<file path="src/rtl/iob_axis_pack.sv">
// Packs RATIO narrow AXI-Stream beats into one wide word, little-endian lanes.
// A tlast beat closes the word early with zero upper lanes.
module iob_axis_pack #(
  parameter int IN_W  = 8,
  parameter int OUT_W = 32
) (
  input  logic             clk_i,
  input  logic             arst_i,
  input  logic             cke_i,
  input  logic             rst_i,
  input  logic [IN_W-1:0]  axis_in_tdata_i,
  input  logic             axis_in_tvalid_i,
  input  logic             axis_in_tlast_i,
  output logic             axis_in_tready_o,
  output logic [OUT_W-1:0] axis_out_tdata_o,
  output logic             axis_out_tvalid_o,
  output logic             axis_out_tlast_o,
  input  logic             axis_out_tready_i,
  output logic [31:0]      word_cnt_o
);
  localparam int RATIO = OUT_W / IN_W;
  localparam int LW    = (RATIO > 1) ? $clog2(RATIO) : 1;

  logic [LW-1:0]    lane_q, lane_d;
  logic [OUT_W-1:0] acc_q, acc_d;
  logic [OUT_W-1:0] data_q, data_d;
  logic             valid_q, valid_d;
  logic             last_q, last_d;
  logic [31:0]      cnt_q, cnt_d;

  logic [OUT_W-1:0] beat_word;
  logic             in_fire, out_fire, complete;

  assign axis_in_tready_o  = ~valid_q | axis_out_tready_i;
  assign axis_out_tdata_o  = data_q;
  assign axis_out_tvalid_o = valid_q;
  assign axis_out_tlast_o  = last_q;
  assign word_cnt_o        = cnt_q;

  assign in_fire  = cke_i & axis_in_tvalid_i & axis_in_tready_o;
  assign out_fire = cke_i & valid_q & axis_out_tready_i;
  assign complete = in_fire & ((lane_q == LW'(RATIO - 1)) | axis_in_tlast_i);

  // Current beat placed in its lane, zeros elsewhere.
  always_comb begin
    beat_word = '0;
    for (int k = 0; k < RATIO; k++)
      if (lane_q == LW'(k)) beat_word[k*IN_W +: IN_W] = axis_in_tdata_i;
  end

  always_comb begin
    lane_d  = lane_q;
    acc_d   = acc_q;
    data_d  = data_q;
    valid_d = valid_q;
    last_d  = last_q;
    cnt_d   = cnt_q;
    if (cke_i) begin
      if (rst_i) begin
        lane_d  = '0;
        acc_d   = '0;
        data_d  = '0;
        valid_d = 1'b0;
        last_d  = 1'b0;
        cnt_d   = '0;
      end else begin
        if (out_fire) begin
          valid_d = 1'b0;
          cnt_d   = cnt_q + 32'd1;
        end
        // in_fire implies the output slot is empty or draining this cycle.
        if (complete) begin
          data_d  = acc_q | beat_word;
          valid_d = 1'b1;
          last_d  = axis_in_tlast_i;
          acc_d   = '0;
          lane_d  = '0;
        end else if (in_fire) begin
          acc_d  = acc_q | beat_word;
          lane_d = lane_q + LW'(1);
        end
      end
    end
  end

  always_ff @(posedge clk_i or posedge arst_i) begin
    if (arst_i) begin
      lane_q  <= '0;
      acc_q   <= '0;
      data_q  <= '0;
      valid_q <= 1'b0;
      last_q  <= 1'b0;
      cnt_q   <= '0;
    end else begin
      lane_q  <= lane_d;
      acc_q   <= acc_d;
      data_q  <= data_d;
      valid_q <= valid_d;
      last_q  <= last_d;
      cnt_q   <= cnt_d;
    end
  end
endmodule

</file>
<file path="config.mk">
export PLATFORM = sky130hd
export DESIGN_NAME = iob_axis_pack
export DESIGN_NICKNAME = d
export VERILOG_FILES = /design/src/rtl/iob_axis_pack.sv
export SDC_FILE = /design/constraint.sdc
export NUM_CORES = 1
export LEC_CHECK = 0
export ABC_AREA = 1
export CAP_MARGIN = 20
export CORE_MARGIN = 5
export CORE_UTILIZATION = 30
export DETAILED_ROUTE_END_ITERATION = 10
export GPL_TIMING_DRIVEN = 0
export SYNTH_ARGS = -nofsm -noshare
export SYNTH_HDL_FRONTEND = slang
export SYNTH_SLANG_ARGS = --single-unit
</file>
<file path="constraint.sdc">
create_clock -name clk_i -period 4.45 [get_ports clk_i]
set_input_delay 0.445 -clock clk_i [delete_from_list [all_inputs] [get_ports clk_i]]
set_output_delay 0.445 -clock clk_i [all_outputs]
set_load 0.005 [all_outputs]
</file>
Word level (Yosys, flattened, before mapping)
Cells that the tools add are included.
{ "totals": {"reg_bits": 100, "inputBits": 15, "out_inout_bits": 67, "word_cells": 48} }
{ "classes": {"addsub": 2, "n_eq_ne": 3, "muxes": 19, "bitwise": 9, "reduce_logical": 9} }
{ "ops": {"columns": ["op", "count"], "rows": [
  ["two-way mux 32 bit", 7],
  ["adder 32 x 1 -> 32 bit (second input constant)", 1],
  ["two-way mux 8 bit", 4],
  ["OR 32 bit", 1],
  ["AND reduction 2 bit", 4],
  ["two-way mux 2 bit", 3],
  ["nonzero test 3 bit", 2],
  ["bitwise AND 1 bit", 5],
  ["two-way mux 1 bit", 5],
  ["equality test 2 bit (second input constant)", 2],
  ["nonzero test 2 bit", 2],
  ["adder 2 x 1 -> 2 bit (second input constant)", 1],
  ["equality test 2 x 1 -> 1 bit (second input constant)", 1],
  ["logical NOT 2 bit", 1],
  ["OR 1 bit", 2],
  ["inverter 1 bit", 1]
]} }

Depth between registers and ports, before layout
Gate-level depths: netlist of the first run.
{ "logic_depth": {"ltp_word": 6, "mapped_depth": 11, "mapped_depth_nobuf": 9} }

Least setup slack after synthesis of the first run
No wires, ideal clock.
{ "synth_timing": {"path_kind": "register to register", "start": "register lane_q[0]", "end": "register data_q[17], in the netlist axis_out_tdata_o[17]", "setup_ns": 0.077, "arrival_time_ns": 1.440, "required_time_ns": 4.373, "slack_ns": 2.933, "stages_incl_launch_ff": 10, "n_path_buf": 2, "synth_period_minus_slack_ns": 1.517, "path_cell_list": "dfrtp_1 -> ha_1 -> or2_1 -> nand2_1 -> nand2_1 -> nand2_1 -> buf_6 -> buf_4 -> nand2_1 -> o21ai_1"} }
{ "synth_between": {"elab_chain_len": 5, "word_cells_on_any_way": 10, "classes_between": "eq/ne (2); mux (3); bitwise (3); reduce/logical (2)"} }
{ "synth_rtl": {"columns": ["element", "line_no", "source"], "rows": [
  ["start: declaration", "24", "logic [LW-1:0] lane_q, lane_d;"],
  ["start signal: assignment", "95", "lane_q <= lane_d;"],
  ["equality test 2 bit, on equally long branches", "48, 42", null],
  ["two-way mux 8 bit or OR 1 bit (tied branches)", "48, 42", null],
  ["OR 32 bit or bitwise AND 1 bit (tied branches)", "73, 42", null],
  ["two-way mux 32 bit or nonzero test 2 bit (tied branches)", null, null],
  ["two-way mux 32 bit or AND reduction 2 bit (tied branches)", null, null],
  ["end signal: assignment", "97", "data_q <= data_d;"],
  ["end: declaration", "26", "logic [OUT_W-1:0] data_q, data_d;"]
]} }
Several ways; a longest one is shown, not always the timed one. The select of a mux whose other input is x is not followed.
A chain may end at the register's enable or synchronous reset.

Worst setup path in the final report of the first run
{ "layout_timing": {"start": "input axis_out_tready_i", "end": "output axis_in_tready_o"} }
{ "layout_between": {"elab_chain_len": 1} }
{ "layout_rtl": {"columns": ["element", "line_no", "source"], "rows": [
  ["start: declaration", "18", "input logic axis_out_tready_i,"],
  ["OR 1 bit", "34", "assign axis_in_tready_o = ~valid_q | axis_out_tready_i;"],
  ["end: declaration", "14", "output logic axis_in_tready_o,"]
]} }
No other way between the ends.

==> results of run 1 <==
## flip-flops by register name (all words and copies together), names as in the netlist
| signal | cells |
|---|---|
| axis_out_tvalid_o | 1 |
| axis_out_tlast_o | 1 |
| acc_q | 32 |
| axis_out_tdata_o | 32 |
| word_cnt_o | 32 |
| lane_q | 2 |
## where the power goes
part	switching, mW	total [mW]	internal, mW
registers	0.0389	1.03	0.988
logic	0.216	0.386	0.169
clock network	0.376	0.821	0.446
## cells in the mapped netlist, drive strengths merged
master,number,share of area [%]
or2,1,0.13
nor3b,1,0.15
buf,14,2.1
inv,99,7.5
and3,2,0.25
nor2,73,6.2
xnor2,2,0.35
nand3,33,3.8
o21ai,76,7.7
nor3,1,0.10
nand4,1,0.13
dfrtp,100,50
clkbuf,8,0.63
a21oi,26,2.6
nand2,218,17
ha,5,1.3
## worst register-to-register path, stage by stage (launching register included)
cell and delay (ps):
dfrtp_1 400, ha_1 280, or2_1 270, nand2_1 70, nand2_1 60, nand2_1 90
buf_6 170, buf_4 200, nand2_1 70, o21ai_1 80
## worst max path at each step
| stage | from | endpoint | depth (start not counted) |
|---|---|---|---|
| floorplan | arst_i | acc_q[0] | 1 |
| global placement | arst_i | axis_out_tdata_o[27] | 2 |
| detailed placement | cke_i | acc_q[17] | 8 |
| CTS | axis_out_tready_i | axis_in_tready_o | 4 |
| global route | cke_i | acc_q[17] | 8 |
| finish | axis_out_tready_i | axis_in_tready_o | 4 |
## routing by layer
metal	vias up	GRT usage, %	routed length (microns)
li1	2217	-	-
met3	10	3.03	504
met5	-	0	0
met2	63	22.1	5880
met1	1989	19.3	6290
met4	0	3.90	165
## metrics by stage
stage	setup TNS (ps)	std cells	instance area (sq um)	setup slack, ps
floorplan	0	660	4960	1390
global placement	-30870	961	6050	-316
detailed placement	0	962	6080	2100
CTS	0	978	6390	2410
finish	0	978	6390	2410
global route	0	978	6390	2300
## logic make-up (layout without fill, tap and decap cells)
kind of cell | count (synthesis) | count (layout) | synth area share (%)
compound gates | 102 | 102 | 10.3
xor+xnor | 2 | 2 | 0.353
fa+ha+maj | 5 | 5 | 1.26
buf+inv | 121 | 219 | 10.2
flops | 100 | 100 | 50.4
simple gates | 330 | 330 | 27.4
## area by class of cell
type	instances	area, sq um
tap	220	275
timing repair buffer	82	838
clock buffer	9	225
fill	1705	10000
clock inverter	7	83.8
inverter	99	374
buffer	22	136
sequential	100	2500
multi-input combinational	439	1950
==> reports/qor.csv, run 1 <==
stage,metric,value,unit
run_status,status,completed,
setup_path,cpMostUsedCell,clkdlybuf4s50_1,
final_layout,drive_gt1_share,6.20,%
routing,ant_nets,0,
power_and_ir_drop,p_per_area,350,nW/um^2
floorplan,ioPinCount,82,
setup_path,path_buf_inv,3,
hold_path,whs_endpoint,acc_q[26],
sta,setup_viol_count_final,0,
job,max_cap_viol_count,0,
setup_path,r2r-end,axis_out_tdata_o[4],
setup_path,worstPathRequired,4010,ps
routing,drc_errors,0,
setup_path,cp-end-kind,output port,
cts,clkTransAtPathRegs,70,ps
setup_path,crit_slowest_cell,clkdlybuf4s50_1,
synth,ys_seq_elements,100,
grt,first_global_vias,4150,
floorplan,die_w,139,microns
sta,relSlewSlack,60.0,%
sta,hold_slack,488,ps
grt,overflow,0,
synth,synth.distinct_cells,28,
sta,rsz0062_at_grt,false,
cts,cts_buffers,9,
routing,vias,4279,
placement,gp_congestion,0.817,
setup_path,path_delay_family,buffers and inverters,
sta,report.final.slew_viol_count,0,
floorplan,start_util,30.2,%
synth,synth_nets,680,
cts,cts_resized,0,
floorplan,num_rows,47,
cts,cts_setup_buffers,0,
grt,antenna_found_initial,0,
hold_path,hp-class,reg -> reg,
synth,synth.yosys.warnings,0,
cts,cts_root_buffer,clkbuf_16,
routing,wl_per_cell,13.1,microns
grt,grt_max_degree,55,
routing,totalWireLength,12.8,mm
routing,vias_per_cell,4.38,
placement,place_hpwl,9.50,mm
cts,cts-htree-levels,3,
floorplan,die_y,139,microns
sta,max_freq,0.489,GHz
hold_path,worstHoldStart,acc_q[26],
setup_path,cp.arrival,1600,ps
synth,synthesis.area,4960,sq um
power_and_ir_drop,leakagePower,3.22,nW
grt,grt_pass1_wl,21.7,mm
routing,dr.pass1.iters,4,
cts,insertion_delay,350,ps
final_layout,area_delta_synth_final,28.7,%
cts,ctsHoldBuffers,0,
cts,cts_buffer_depth,2,
sta,period_share,45.9,%
grt,grtUsageTotal,13.9,%
placement,portBuffers,81,
setup_path,critical-path-max-stage-delay,530,ps
power_and_ir_drop,irDropWorstVdd,193,uV
setup_path,cp_max_fo,2,
final_layout,nets,773,
sta,min_period,2040,ps
cts,cts_tree,done,
synth,netlist_instances,660,
cts,cts_sinks,100,
final_layout,diodes,0,
final_layout,layout_common_cells,"nand2_1 (216), dfrtp_1 (100), inv_1 (94)",
power_and_ir_drop,power,2.23,mW
hold_path,holdPathStages,2,
final_layout,final_common_cell,nand2_1,
setup_path,reg2reg_setup_slack,2670,ps
setup_path,r2r-start,lane_q[0],
floorplan,die_area,19200,sq um
setup_path,critPathKind,in -> out,
floorplan,fp.coreArea,16400,sq um
setup_path,reg2regPathDepth,9,
setup_path,critPathLaunchType,input port,
synth,yosysSeqAreaShare,50.4,%
routing,dr.first_iter.drc_count,305,
sta,worst_slew_pin_slew,600,ps
synth,avgSynthCellArea,7.52,sq um
final_layout,utilization,38.9,%
sta,final.setup_skew,10.9,ps
setup_path,path_cells,"clkdlybuf4s50_1, inv_1, nand2_1, clkdlybuf4s50_1",
sta,hold_violations,0,
No activity file was read; power rests on OpenSTA's default activity.
==> inputs of run 2 (changes only) <==
Clock period 4.45 ns to 1.8 ns, I/O delays scaled along.
==> run 2 against run 1 <==
Sequential share of layout area hardly changed; global-route usage is 0.25 points lower; clock power is 120% higher; cell area hardly changed; utilization hardly changed; worst hold slack worse by 150 ps; combinational power is 150% higher; clock skew is 5.1 ps lower; critical path depth is 5 higher; final cell count stayed put; sequential power is 150% higher; register-to-register slack worse by 2500 ps; critical path type is now reg -> reg; highest routed layer unchanged.
==> reports/qor.csv, run 2 (synthesis gave the netlist of run 1 again) <==
stage,metric,value,unit,change
cts,cts_buffer_depth,2,,unchanged
grt,grt_max_degree,38,,-31%
sta,hold_violations,0,,unchanged
setup_path,worstPathRequired,2080,ps,-1930 ps
cts,clkTransAtPathRegs,70,ps,about the same
routing,drc_errors,0,,unchanged
cts,cts-htree-levels,3,,unchanged
final_layout,multi_input_area,1950,sq um,+0.13%
setup_path,path_cells,"ha_2, or2_1, nand2_1, nand2_1, nand2_1, buf_6, buf_4, nand2_1, inv_1",,
cts,cts_buffers,9,,unchanged
setup_path,path_delay_family,simple AND/OR/NAND/NOR gates,,
hold_path,hp-class,in -> async,,
grt,first_global_vias,4123,,-0.65%
cts,cts_root_buffer,clkbuf_16,,
sta,report.final.slew_viol_count,0,,unchanged
floorplan,fp.coreArea,16400,sq um,unchanged
grt,grt_pass1_wl,21.4,mm,-1.5%
grt,grtUsageTotal,13.7,%,-0.25 points
sta,hold_slack,342,ps,-146 ps
setup_path,critPathLaunchType,register,,
final_layout,diodes,0,,unchanged
sta,setup_viol_count_final,0,,unchanged
routing,dr.first_iter.drc_count,258,,-15%
placement,portBuffers,81,,unchanged
final_layout,seq_area,2500,sq um,unchanged
sta,worst_slew_pin_slew,828,ps,+228 ps
placement,place_hpwl,9.52,mm,+0.21%
final_layout,fillers,1715,,+0.59%
final_layout,area_delta_synth_final,28.6,%,about the same
routing,wl_per_cell,13.1,microns,-0.20%
floorplan,die_w,139,microns,unchanged
cts,cts_tree,done,,
power_and_ir_drop,p_per_area,837,nW/um^2,+140%
routing,ant_nets,0,,unchanged
sta,final.setup_skew,5.85,ps,-5.06 ps
sta,period_share,93.1,%,
routing,vias,4300,,+0.49%
final_layout,final_common_cell,nand2_1,,
grt,overflow,0,,unchanged
placement,place_area,6090,sq um,+0.23%
power_and_ir_drop,irDropWorstVdd,470,uV,+140%
sta,rsz0062_at_grt,true,,
run_status,status,completed,,
routing,totalWireLength,12.8,mm,-0.20%
sta,min_period,1680,ps,
setup_path,critPathKind,reg -> reg,,
floorplan,start_util,30.2,%,unchanged
final_layout,drive_gt1_share,6.46,%,+0.26 points
setup_path,critPathLaunch,lane_q[0],,
routing,dr.pass1.iters,4,,unchanged
cts,insertion_delay,350,ps,about the same
setup_path,cpMostUsedCell,nand2_1,,
final_layout,nets,774,,+0.13%
final_layout,final_cell_area,6380,sq um,about the same
sta,max_freq,0.597,GHz,
routing,vias_per_cell,4.40,,+0.49%
setup_path,critical-path-max-stage-delay,400,ps,-130 ps
final_layout,layout_common_cells,"nand2_1 (216), dfrtp_1 (100), inv_1 (94)",,
setup_path,cp_max_fo,10,,+8
cts,cts_setup_buffers,0,,unchanged
setup_path,path_buf_inv,3,,unchanged
floorplan,die_y,139,microns,unchanged
placement,gp_congestion,0.817,,about the same
job,max_cap_viol_count,0,,unchanged
setup_path,crit_slowest_cell,dfrtp_1,,
cts,cts_sinks,100,,unchanged
power_and_ir_drop,leakagePower,3.22,nW,-0.26%
sta,relSlewSlack,44.7,%,-15 points
setup_path,cp.arrival,1960,ps,+360 ps
floorplan,num_rows,47,,unchanged
setup_path,cp-end-kind,register,,
floorplan,die_area,19200,sq um,unchanged
floorplan,ioPinCount,82,,unchanged
grt,antenna_found_initial,0,,unchanged
setup_path,r2r-start,lane_q[0],,
[run 2: final cells by class]
type | count | area share (%)
flip-flops and latches | 100 | 39.2
multi-input cells | 439 | 30.6
repair buffers | 83 | 13.3
inverters | 99 | 5.88
well taps | 220 | 4.31
clock buffers | 10 | 3.75
plain buffers | 22 | 2.27
clock inverters | 5 | 0.608
[run 2: power by group]
| group | switching, mW | total (mW) | internal [mW] |
|---|---|---|---|
| Combinational | 0.540 | 0.964 | 0.424 |
| Sequential | 0.0945 | 2.54 | 2.44 |
| Clock | 0.866 | 1.84 | 0.973 |
[run 2: worst register-to-register path: stages (launching register included)]
cell	delay [ps]
dfrtp_1	400
ha_2	230
or2_1	250
nand2_1	70
nand2_1	70
nand2_1	90
buf_6	170
buf_4	200
nand2_1	70
inv_1	50
[run 2: stage by stage]
step	utilization (%)	instances	total power, mW	setup TNS, ps	setup slack (ps)
6_report	38.9	978	5.34	0	125
5_1_grt	38.9	978	5.65	-221	-30.2
4_1_cts	38.8	978	5.41	0	37.0
3_5_place_dp	37.1	963	3.55	-7950	-282
3_3_place_gp	36.9	961	3.53	-77470	-704
2_1_floorplan	-	660	3.11	0	283
[run 2: worst paths after layout]
path,endpoint,slack (ps),depth (start not counted)
worst max register to register,acc_q[5],120,9
worst max-delay path,acc_q[5],120,9
worst min-delay path,axis_out_tdata_o[7],340,2
max in group asynchronous,axis_out_tdata_o[30],590,4
worst min register to register,axis_out_tdata_o[26],480,2
min in group clk_i,axis_out_tlast_o,440,3
[run 2: repair_timing]
action / 4_1_cts / 5_1_grt
gates cloned: 0 / 0
endpoints found under the setup margin: 1 / 64
hold buffers: 0 / 0
resized for setup: 1 / 4
[run 2: metal layers]
| metal | global-route usage (%) | wire length [microns] |
|---|---|---|
| met4 | 5.67 | 286 |
| met1 | 19.2 | 6230 |
| met5 | 0 | 0 |
| met3 | 2.86 | 605 |
| met2 | 20.6 | 5690 |
==> inputs of run 3 (changes only) <==
Settings changed: TNS_END_PERCENT set to 1.
==> run 3 against run 2 <==
Sequential share of layout area about the same; via count down 0.12%; global-route usage unchanged; worst setup slack improved by 3.5 ps; largest cell class unchanged; utilization about the same; cell area is essentially flat; worst hold slack about the same; first-iteration DRC count up 12%; total power is essentially flat; wire length shrank 0.11%; final cell count stayed put; maximum frequency grew 0.21%.
==> reports/qor.csv, run 3 (synthesis gave the netlist of run 1 again) <==
stage,metric,value,unit,change
floorplan,num_rows,47,,unchanged
sta,final.setup_skew,5.94,ps,+0.0951 ps
power_and_ir_drop,clockPowerShare,34.4,%,about the same
setup_path,critPathLaunchType,register,,
cts,cts_tree,done,,
routing,ant_nets,0,,unchanged
grt,grtUsageTotal,13.7,%,unchanged
sta,report.final.slew_viol_count,0,,unchanged
power_and_ir_drop,switching_share,28.1,%,about the same
final_layout,seq_area,2500,sq um,unchanged
final_layout,nets,774,,unchanged
routing,vias,4295,,-0.12%
sta,min_period,1670,ps,-3.54 ps
grt,first_global_vias,4123,,unchanged
setup_path,path_buf_inv,2,,-1
power_and_ir_drop,irDropWorstVdd,471,uV,+0.19%
cts,cts_buffers,9,,unchanged
power_and_ir_drop,seq_power_share,47.5,%,about the same
cts,cts-htree-levels,3,,unchanged
setup_path,worstPathRequired,2060,ps,-20 ps
sta,setup_ws,128,ps,+3.54 ps
floorplan,ioPinCount,82,,unchanged
placement,place_hpwl,9.52,mm,unchanged
setup_path,critPathKind,reg -> reg,,
setup_path,reg2regPathDepth,9,,unchanged
final_layout,diodes,0,,unchanged
final_layout,fin_cells,978,,unchanged
hold_path,hp-class,in -> async,,
grt,grt_max_degree,38,,unchanged
placement,post-place-ws,-282,ps,unchanged
sta,max_freq,0.598,GHz,+0.21%
final_layout,fillers,1714,,-0.058%
power_and_ir_drop,comb_power_share,18.0,%,about the same
sta,rsz0062_at_grt,true,,
routing,dr.first_iter.drc_count,290,,+12%
floorplan,die_y,139,microns,unchanged
cts,insertion_delay,350,ps,about the same
setup_path,cpMostUsedCell,nand2_1,,
placement,numPlacedInstances,963,,unchanged
setup_path,cp_max_fo,10,,unchanged
power_and_ir_drop,power,5.34,mW,about the same
floorplan,die_w,139,microns,unchanged
routing,wl_per_cell,13.1,microns,-0.11%
placement,portBuffers,81,,unchanged
setup_path,critical-path-max-stage-delay,400,ps,about the same
setup_path,reg2reg_setup_slack,130,ps,about the same
routing,vias_per_cell,4.39,,-0.12%
cts,cts_sinks,100,,unchanged
final_layout,layout_common_cells,"nand2_1 (216), dfrtp_1 (100), inv_1 (94)",,
sta,hold_violations,0,,unchanged
grt,overflow,0,,unchanged
setup_path,path_cells,"ha_2, or2_1, nand2_1, nand2_1, nand2_1, buf_6, buf_6, nand2_1, o21ai_1",,
job,max_cap_viol_count,0,,unchanged
run_status,status,completed,,
sta,period_share,92.9,%,-0.20 points
sta,setup_viol_count_final,0,,unchanged
grt,grt_pass1_wl,21.4,mm,unchanged
final_layout,area_delta_synth_final,28.5,%,about the same
setup_path,crit_slowest_cell,dfrtp_1,,
setup_path,r2r-start,lane_q[0],,
sta,worst_slew_pin_slew,830,ps,+1.93 ps
floorplan,fp.coreArea,16400,sq um,unchanged
placement,gp_congestion,0.817,,unchanged
power_and_ir_drop,leakagePower,3.21,nW,about the same
setup_path,r2r-end,axis_out_tdata_o[5],,
final_layout,multi_input_area,1950,sq um,unchanged
sta,hold_slack,342,ps,+0.195 ps
floorplan,start_util,30.2,%,unchanged
cts,cts_setup_buffers,0,,unchanged
cts,clkTransAtPathRegs,70,ps,about the same
floorplan,die_area,19200,sq um,unchanged
cts,cts_root_buffer,clkbuf_16,,
sta,relSlewSlack,44.6,%,-0.13 points
setup_path,cp.arrival,1940,ps,-20 ps
routing,drc_errors,0,,unchanged
power_and_ir_drop,switchingPower,1.50,mW,about the same
power_and_ir_drop,p_per_area,837,nW/um^2,about the same
grt,antenna_found_initial,0,,unchanged
setup_path,cp-end-kind,register,,
routing,dr.pass1.iters,4,,unchanged
routing,totalWireLength,12.8,mm,-0.11%
cts,ctsHoldBuffers,0,,unchanged
final_layout,drive_gt1_share,6.46,%,unchanged
cts,cts_buffer_depth,2,,unchanged
final_layout,final_common_cell,nand2_1,,
power_and_ir_drop,p_int,3.84,mW,about the same
setup_path,path_delay_family,simple AND/OR/NAND/NOR gates,,
## run 3: cell counts in the layout (fill, tap and decap cells not counted)
No cell type changed its count.
## run 3: power groups by stage
| stage | registers [mW] | logic [mW] | clock network (mW) |
|---|---|---|---|
| after floorplan | 2.57 | 0.540 | 0 |
| after global placement | 2.57 | 0.954 | 0 |
| after detailed placement | 2.58 | 0.972 | 0 |
| final | 2.54 | 0.962 | 1.84 |
| after CTS | 2.54 | 0.981 | 1.89 |
| after global routing | 2.56 | 1.11 | 1.97 |
## run 3: through the flow
step	setup TNS, ps	util (%)	cell area [sq um]
2_1_floorplan	0	-	4960
3_3_place_gp	-77470	36.9	6050
3_5_place_dp	-7950	37.1	6090
4_1_cts	0	38.8	6370
5_1_grt	-204	38.9	6380
6_report	0	38.9	6380
## run 3: routing by layer
| layer | routed length (microns) | track usage, % |
|---|---|---|
| met5 | 0 | 0 |
| met4 | 264 | 5.67 |
| met3 | 676 | 2.86 |
| met2 | 5690 | 20.6 |
| met1 | 6180 | 19.2 |
## run 3: worst register-to-register path: cells and delay by family, from the launching register on
family | cells | cell delay [ps]
AOI/OAI and AO/OA | 1 | 80
buffers and inverters | 2 | 330
DFF | 1 | 400
and+or+nand+nor | 5 | 540
adders and majority gates | 1 | 230
## run 3: final cells by class
type	instances	share of cell area (%)
inverter	99	5.89
clock inverter	5	0.608
tap	220	4.32
timing repair buffer	83	13.3
multi-input combinational	439	30.6
sequential	100	39.2
buffer	22	2.22
clock buffer	10	3.75
## run 3: timing repair
item | CTS | global route
endpoints found under the setup margin | 1 | 64
hold endpoints to repair | 0 | 0
gates cloned | 0 | 0
gates resized for setup | 1 | 3
## run 3: worst max-delay path by stage
stage / startpoint / endpoint / slack (ps) / depth (start not counted)
after floorplan: lane_q[0] / axis_out_tdata_o[17] / 280 / 9
after global placement: arst_i / axis_out_tdata_o[26] / -700 / 2
after detailed placement: cke_i / acc_q[17] / -280 / 8
after CTS: lane_q[0] / axis_out_tdata_o[5] / 40 / 9
after global routing: lane_q[0] / acc_q[27] / -40 / 9
final: lane_q[0] / axis_out_tdata_o[5] / 130 / 9
